## src/rtl/output_process_uart_if.sv

```systemverilog
// Byte-stream transmit bus: message-word write side plus UART transmitter byte handshake.
// The master drives words and tx_ready; the slave (output_process_uart) serialises them.
interface output_process_uart_if #(
    parameter int DEPTH_LOG2 = 7
);
    logic                  wr_req;
    logic [15:0]           data_in;
    logic                  last_in;
    logic                  odd_in;
    logic                  full;
    logic [DEPTH_LOG2:0]   used_w;
    logic                  overflow;
    logic                  busy;
    logic                  msg_sent;
    logic [7:0]            tx_data;
    logic                  tx_valid;
    logic                  tx_ready;

    modport master (
        output wr_req, data_in, last_in, odd_in, tx_ready,
        input  full, used_w, overflow, busy, msg_sent, tx_data, tx_valid
    );

    modport slave (
        input  wr_req, data_in, last_in, odd_in, tx_ready,
        output full, used_w, overflow, busy, msg_sent, tx_data, tx_valid
    );
endinterface

```

## src/rtl/output_process_uart.sv

```systemverilog
// Word FIFO plus byte serialiser (high byte first) onto the UART transmitter handshake.
// Optional post-message idle gap is built only when UART_TX_GAP_EN is defined.
//
// state  | meaning
// S_IDLE | waiting for a word in the FIFO; pops it into the holding register
// S_HI   | presenting high byte of the held word
// S_LO   | presenting low byte of the held word
// S_DONE | one-cycle MSG_SENT pulse after the final byte of a message
// S_GAP  | GAP_CYCLES of forced silence after a message (UART_TX_GAP_EN only)
module output_process_uart #(
    parameter int DEPTH_LOG2 = 7,
    parameter int GAP_CYCLES = 16
) (
    input  logic                  i_clk,
    input  logic                  i_rst_n,
    output_process_uart_if.slave  bus
);
    localparam int DEPTH = 2 ** DEPTH_LOG2;

`ifdef UART_TX_GAP_EN
    typedef enum logic [2:0] {S_IDLE, S_HI, S_LO, S_DONE, S_GAP} state_t;
    localparam int GW = $clog2(GAP_CYCLES + 1);
    logic [GW-1:0] r_gap_cnt;
`else
    typedef enum logic [1:0] {S_IDLE, S_HI, S_LO, S_DONE} state_t;
`endif

    logic [17:0]           r_mem [DEPTH];
    logic [DEPTH_LOG2-1:0] r_wr_ptr;
    logic [DEPTH_LOG2-1:0] r_rd_ptr;
    logic [DEPTH_LOG2:0]   r_used;
    logic                  r_full;
    logic                  r_overflow;
    logic [17:0]           r_hold;
    state_t                r_state;
    state_t                w_next;
    logic                  w_push;
    logic                  w_pop;
    logic                  w_empty;
    logic                  w_tx_valid;
    logic [7:0]            w_tx_data;
    logic                  w_msg_sent;

    assign w_push  = bus.wr_req & ~r_full;
    assign w_empty = (r_used == '0);

    // Entry layout {last, odd, data}; odd is only meaningful on the last word.
    always_ff @(posedge i_clk) begin
        if (w_push) begin
            r_mem[r_wr_ptr] <= {bus.last_in, bus.last_in & bus.odd_in, bus.data_in};
        end
    end

    always_ff @(posedge i_clk or negedge i_rst_n) begin
        if (!i_rst_n) begin
            r_wr_ptr   <= '0;
            r_rd_ptr   <= '0;
            r_used     <= '0;
            r_full     <= 1'b0;
            r_overflow <= 1'b0;
            r_hold     <= '0;
        end else begin
            if (w_push) r_wr_ptr <= r_wr_ptr + 1'b1;
            if (w_pop) begin
                r_rd_ptr <= r_rd_ptr + 1'b1;
                r_hold   <= r_mem[r_rd_ptr];
            end
            if (w_push && !w_pop) begin
                r_used <= r_used + 1'b1;
                r_full <= (r_used == (DEPTH_LOG2+1)'(DEPTH - 1));
            end else if (w_pop && !w_push) begin
                r_used <= r_used - 1'b1;
                r_full <= 1'b0;
            end
            if (bus.wr_req && r_full) r_overflow <= 1'b1;
        end
    end

    always_ff @(posedge i_clk or negedge i_rst_n) begin
        if (!i_rst_n) r_state <= S_IDLE;
        else          r_state <= w_next;
    end

`ifdef UART_TX_GAP_EN
    // Reloaded on every DONE so each gap is a full GAP_CYCLES long.
    always_ff @(posedge i_clk or negedge i_rst_n) begin
        if (!i_rst_n) begin
            r_gap_cnt <= '0;
        end else if (r_state == S_DONE) begin
            r_gap_cnt <= GW'(GAP_CYCLES - 1);
        end else if (r_state == S_GAP && r_gap_cnt != '0) begin
            r_gap_cnt <= r_gap_cnt - 1'b1;
        end
    end
`endif

    always_comb begin
        w_next     = r_state;
        w_pop      = 1'b0;
        w_tx_valid = 1'b0;
        w_tx_data  = 8'h00;
        w_msg_sent = 1'b0;
        case (r_state)
            S_IDLE: begin
                if (!w_empty) begin
                    w_pop  = 1'b1;
                    w_next = S_HI;
                end
            end
            S_HI: begin
                w_tx_valid = 1'b1;
                w_tx_data  = r_hold[15:8];
                if (bus.tx_ready) w_next = (r_hold[17] && r_hold[16]) ? S_DONE : S_LO;
            end
            S_LO: begin
                w_tx_valid = 1'b1;
                w_tx_data  = r_hold[7:0];
                if (bus.tx_ready) begin
                    if (r_hold[17]) begin
                        w_next = S_DONE;
                    end else if (!w_empty) begin
                        w_pop  = 1'b1;
                        w_next = S_HI;
                    end else begin
                        w_next = S_IDLE;
                    end
                end
            end
            S_DONE: begin
                w_msg_sent = 1'b1;
`ifdef UART_TX_GAP_EN
                w_next     = S_GAP;
`else
                w_next     = S_IDLE;
`endif
            end
`ifdef UART_TX_GAP_EN
            S_GAP: begin
                if (r_gap_cnt == '0) w_next = S_IDLE;
            end
`endif
            default: w_next = S_IDLE;
        endcase
    end

    assign bus.tx_valid = w_tx_valid;
    assign bus.tx_data  = w_tx_data;
    assign bus.msg_sent = w_msg_sent;
    assign bus.full     = r_full;
    assign bus.used_w   = r_used;
    assign bus.overflow = r_overflow;
    assign bus.busy     = (r_state != S_IDLE) || !w_empty;
endmodule

```

## src/flat_wrapper.sv

```systemverilog
// flat-port wrapper written by rule: the top's interface ports become plain ports
module output_process_uart_flat 
#(
    parameter int DEPTH_LOG2 = 7,
    parameter int GAP_CYCLES = 16
)
  (i_clk, i_rst_n, bus_wr_req, bus_data_in, bus_last_in, bus_odd_in, bus_tx_ready, bus_full, bus_used_w, bus_overflow, bus_busy, bus_msg_sent, bus_tx_data, bus_tx_valid);
  output_process_uart_if #(.DEPTH_LOG2(DEPTH_LOG2)) bus_i ();
  input  logic i_clk;
  input  logic i_rst_n;
  input wire logic [$bits(bus_i.wr_req)-1:0] bus_wr_req;
  input wire logic [$bits(bus_i.data_in)-1:0] bus_data_in;
  input wire logic [$bits(bus_i.last_in)-1:0] bus_last_in;
  input wire logic [$bits(bus_i.odd_in)-1:0] bus_odd_in;
  input wire logic [$bits(bus_i.tx_ready)-1:0] bus_tx_ready;
  output wire logic [$bits(bus_i.full)-1:0] bus_full;
  output wire logic [$bits(bus_i.used_w)-1:0] bus_used_w;
  output wire logic [$bits(bus_i.overflow)-1:0] bus_overflow;
  output wire logic [$bits(bus_i.busy)-1:0] bus_busy;
  output wire logic [$bits(bus_i.msg_sent)-1:0] bus_msg_sent;
  output wire logic [$bits(bus_i.tx_data)-1:0] bus_tx_data;
  output wire logic [$bits(bus_i.tx_valid)-1:0] bus_tx_valid;
  assign bus_i.wr_req = bus_wr_req;
  assign bus_i.data_in = bus_data_in;
  assign bus_i.last_in = bus_last_in;
  assign bus_i.odd_in = bus_odd_in;
  assign bus_i.tx_ready = bus_tx_ready;
  assign bus_full = bus_i.full;
  assign bus_used_w = bus_i.used_w;
  assign bus_overflow = bus_i.overflow;
  assign bus_busy = bus_i.busy;
  assign bus_msg_sent = bus_i.msg_sent;
  assign bus_tx_data = bus_i.tx_data;
  assign bus_tx_valid = bus_i.tx_valid;
  output_process_uart #(.DEPTH_LOG2(DEPTH_LOG2), .GAP_CYCLES(GAP_CYCLES)) u_core (.i_clk(i_clk), .i_rst_n(i_rst_n), .bus(bus_i));
endmodule
```

## config.mk

```make
export PLATFORM = sky130hd
export DESIGN_NAME = output_process_uart_flat
export DESIGN_NICKNAME = d
export VERILOG_FILES = /design/src/rtl/output_process_uart_if.sv /design/src/rtl/output_process_uart.sv /design/src/flat_wrapper.sv
export SDC_FILE = /design/constraint.sdc
export NUM_CORES = 2
export LEC_CHECK = 0
export CAP_MARGIN = 20
export CELL_PAD_IN_SITES_DETAIL_PLACEMENT = 1
export CELL_PAD_IN_SITES_GLOBAL_PLACEMENT = 1
export CORE_MARGIN = 2
export CORE_UTILIZATION = 56
export DETAILED_ROUTE_END_ITERATION = 12
export PLACE_DENSITY = 0.78
export SLEW_MARGIN = 30
export SYNTH_ARGS = -nofsm -noshare
export SYNTH_HDL_FRONTEND = slang
export SYNTH_SLANG_ARGS = --single-unit
```

## constraint.sdc

```tcl
create_clock -name i_clk -period 4.61 [get_ports i_clk]
set_clock_uncertainty 0.1 [all_clocks]
set_input_delay 0.922 -clock i_clk [delete_from_list [all_inputs] [get_ports i_clk]]
set_output_delay 0.922 -clock i_clk [all_outputs]
set_load 0.01 [all_outputs]
```

==> results.yml <==
finish:
  final_area_mm2: 0.1036
  fill_cells: 13220
  finalNetCount: 4671
  instances_no_fill: 7005
  synthToLayoutAreaGrowth_pct: 13.13
  mostFrequentLayoutCell: "edfxtp_1"
  final_cell_mix: "edfxtp_1 (2,304), mux4_2 (491), buf_4 (292), mux2i_1 (270), clkbuf_16 (226)"
  antennaDiodeCount: 0
  drive_above_1_share_pct: 27.52
run:
  max_cap_viol_count: 0
setup_path:
  cp_max_fo: 12
  crit_arrival_ps: 3330
  cp-end-kind: "output pin"
  r2r_end: "u_core.r_hold[10]$_DFFE_PN0P_"
  crit_required_ps: 3590
  slowest_stage: "a22oi_1"
  r2r_cells: 8
  r2r-start: "u_core.r_rd_ptr[0]$_DFFE_PN0P_"
  critPathLaunchType: "flop"
  regToRegSetupSlack_ps: 500
  path_class: "reg -> out"
  cp_cell_sequence: "inv_1 -> ha_1 -> buf_4 -> a22oi_1 -> nor2b_1 -> clkdlybuf4s50_1"
  cpPeakStageDelay_ps: 760
timing:
  finalCritPeriodShare_pct: 94.42
  finalMaxSlewViolations: 0
  worst_slew_pin_slew_ps: 1022
  fmaxAchievable_mhz: 229.8
  hold_violations: 0
  setup_tns_ps: 0
  setup_viol: 0
  fin_crit_ps: 4353
  worst_hold_slack_ps: 376.9
  rsz0062_at_grt: "no"
  slew_headroom_pct: 31.89
yosys:
  ys.flop_type: "edfxtp_1"
  syn_inst: 4288
  synth.area.top_cells: "edfxtp_1 (76%), mux4_2 (12%), mux2i_1 (3.0%), dfrtp_1 (1.2%), nor2_1 (0.71%)"
  yosys_register_bits: 2348
  avgSynthCellArea_um2: 21.36
  synth.net_count: 4325
  yosysUniqueCellTypes: 70
  syn_area_mm2: 0.09158
  synth-seq-area-share_pct: 76.75
  synth_top_cell_area_share_pct: 75.55
  synthArstFlopShare_pct: 1.874
  synth_warnings: 0
  synth_top_area_cell: "edfxtp_1"
  synth_edf_count: 2304
die:
  dieArea_mm2: 0.1668
  io_pins: 43
  start_util_pct: 56.33
  die_w_um: 408.4
  row_count: 148
  core-area_mm2: 0.1626
  die_h_um: 408.4
global_routing:
  grt_util_all_layers_pct: 33.12
  grt_pass1_wl_mm: 388.6
  grt_max_degree: 98
  antenna_found_initial: 14
  grt_pass1_vias: 50560
  overflow: 0
place:
  placed_area_mm2: 0.09620
  placed_cells: 6580
  dp_hpwl_mm: 162.6
  io_buffers: 42
  place_congestion: 0.9240
cts:
  clkTransAtPathRegs_ps: 60
  cts_resized: 0
  cts.htree.levels: 4
  cts_sinks: 2348
  cts_buffers: 226
  worstSkewPairLatency_ps: 900
  clockBufferDepth: 3
  clock-root-buffer: "clkbuf_16"
  cts_tree: "built"
route:
  routed_wl_mm: 273.7
  antenna_left: 0
  drt_iter0_drc: 7649
  vias_per_cell: 6.968
  first_pass_iters: 8
  drc: 0
  routedWlPerCell_um: 39.07
  vias: 48810
power:
  peakVddDrop_mv: 0.5120
  powerDensity_mw_per_mm2: 610.2
  leakage_nw: 33.23
min_path:
  hold_depth: 1
  hp-class: "reg -> reg"
  hold_path_end: "u_core.bus.overflow$_DFFE_PN0P_"
  holdCritStartpoint: "u_core.bus.overflow$_DFFE_PN0P_"
outcome:
  status: "finished clean"
-- state kept, by name, indices dropped and copies added, names as in the netlist --
name                 flops
u_core.bus.full          1
u_core.r_wr_ptr          7
u_core.r_mem          2304
u_core.r_hold           18
u_core.bus.overflow      1
u_core.r_state           2
u_core.bus.used_w        8
u_core.r_rd_ptr          7
-- kinds of logic after synthesis --
family	Yosys count	synth area share [%]
adders and majority gates	15	0.2131
AOI/OAI and AO/OA	458	3.441
and+or+nand+nor	412	2.029
DFF	2348	76.75
buffers and inverters	252	1.948
muxes	784	15.44
xor gates and xnor gates	19	0.1817
-- final cells by class --
type | count | area [µm²] | area share, %
Clock inverter | 155 | 1574 | 1.519
Tap cell | 2175 | 2721 | 2.626
Clock buffer | 269 | 5817 | 5.614
Timing Repair Buffer | 361 | 3263 | 3.149
Sequential cell | 2348 | 70300 | 67.85
Multi-Input combinational cell | 1688 | 19890 | 19.20
Inverter | 9 | 41.29 | 0.03985
-- worst max-delay path: cells and delay by family (launching register included) --
kind	cells	cell delay [ps]
AOI/OAI and AO/OA	1	760
adders and majority gates	1	240
buffers and inverters	3	870
DFF	1	440
and+or+nand+nor	1	130
-- metal layers --
layer  global-route usage, %  up-vias  wire length (µm)
li1                        -    18680                 -
met2                   50.61     3717            127900
met5                       0        -               138
met3                   8.357      769             31320
met1                   44.94    25620             98710
met4                   16.45       22             15640
-- worst max path at each step --
stage | from | endpoint | slack (ps) | cells past startpoint
after floorplan | bus_tx_ready | u_core.bus.used_w[7]$_DFFE_PN0P_ | 770 | 14
after global placement | bus_tx_ready | u_core.bus.used_w[7]$_DFFE_PN0P_ | 380 | 14
after detailed placement | bus_tx_ready | u_core.bus.used_w[7]$_DFFE_PN0P_ | 470 | 14
after CTS | u_core.r_state[0]$_DFFE_PN0P_ | bus_tx_data[6] | 290 | 4
after global routing | u_core.r_state[1]$_DFFE_PN0P_ | bus_tx_data[6] | 150 | 5
final | u_core.r_state[0]$_DFFE_PN0P_ | bus_tx_data[7] | 260 | 6
-- power breakdown --
group / internal [mW] / switching (mW) / total [mW]
combinational: 7.63 / 12.2 / 19.8
sequential: 24.0 / 0.704 / 24.7
clock: 10.3 / 8.30 / 18.6
-- what timing repair did --
action                    4_1_cts  5_1_grt
hold buffers                    1        0
setup buffers                   0        0
hold endpoints to repair       22        0
-- per-stage QoR --
step           power (mW)  utilization, %  setup WS [ps]
2_1_floorplan       36.77               -          768.3
3_3_place_gp        43.69           59.14          382.9
3_5_place_dp        44.23           59.17          468.7
4_1_cts             62.91           63.72          292.0
5_1_grt             64.50           63.73          153.0
6_report            63.23           63.73          257.4
-- cells in the mapped netlist (17+ instances only) --
| library cell | number |
|---|---|
| mux2i_1 | 270 |
| mux4_2 | 491 |
| o221ai_1 | 38 |
| a21oi_1 | 80 |
| buf_6 | 35 |
| dfrtp_1 | 44 |
| a221oi_1 | 23 |
| buf_2 | 48 |
| a31oi_1 | 17 |
| o22ai_1 | 60 |
| o21ai_0 | 65 |
| buf_1 | 24 |
| edfxtp_1 | 2304 |
| a22oi_1 | 38 |
| nor2_1 | 173 |
| nor3_1 | 39 |
| clkbuf_1 | 88 |
| nand2_1 | 97 |
| a211oi_1 | 29 |
| nor2b_1 | 36 |
| buf_8 | 18 |
Power figures use the tool's default switching activity.
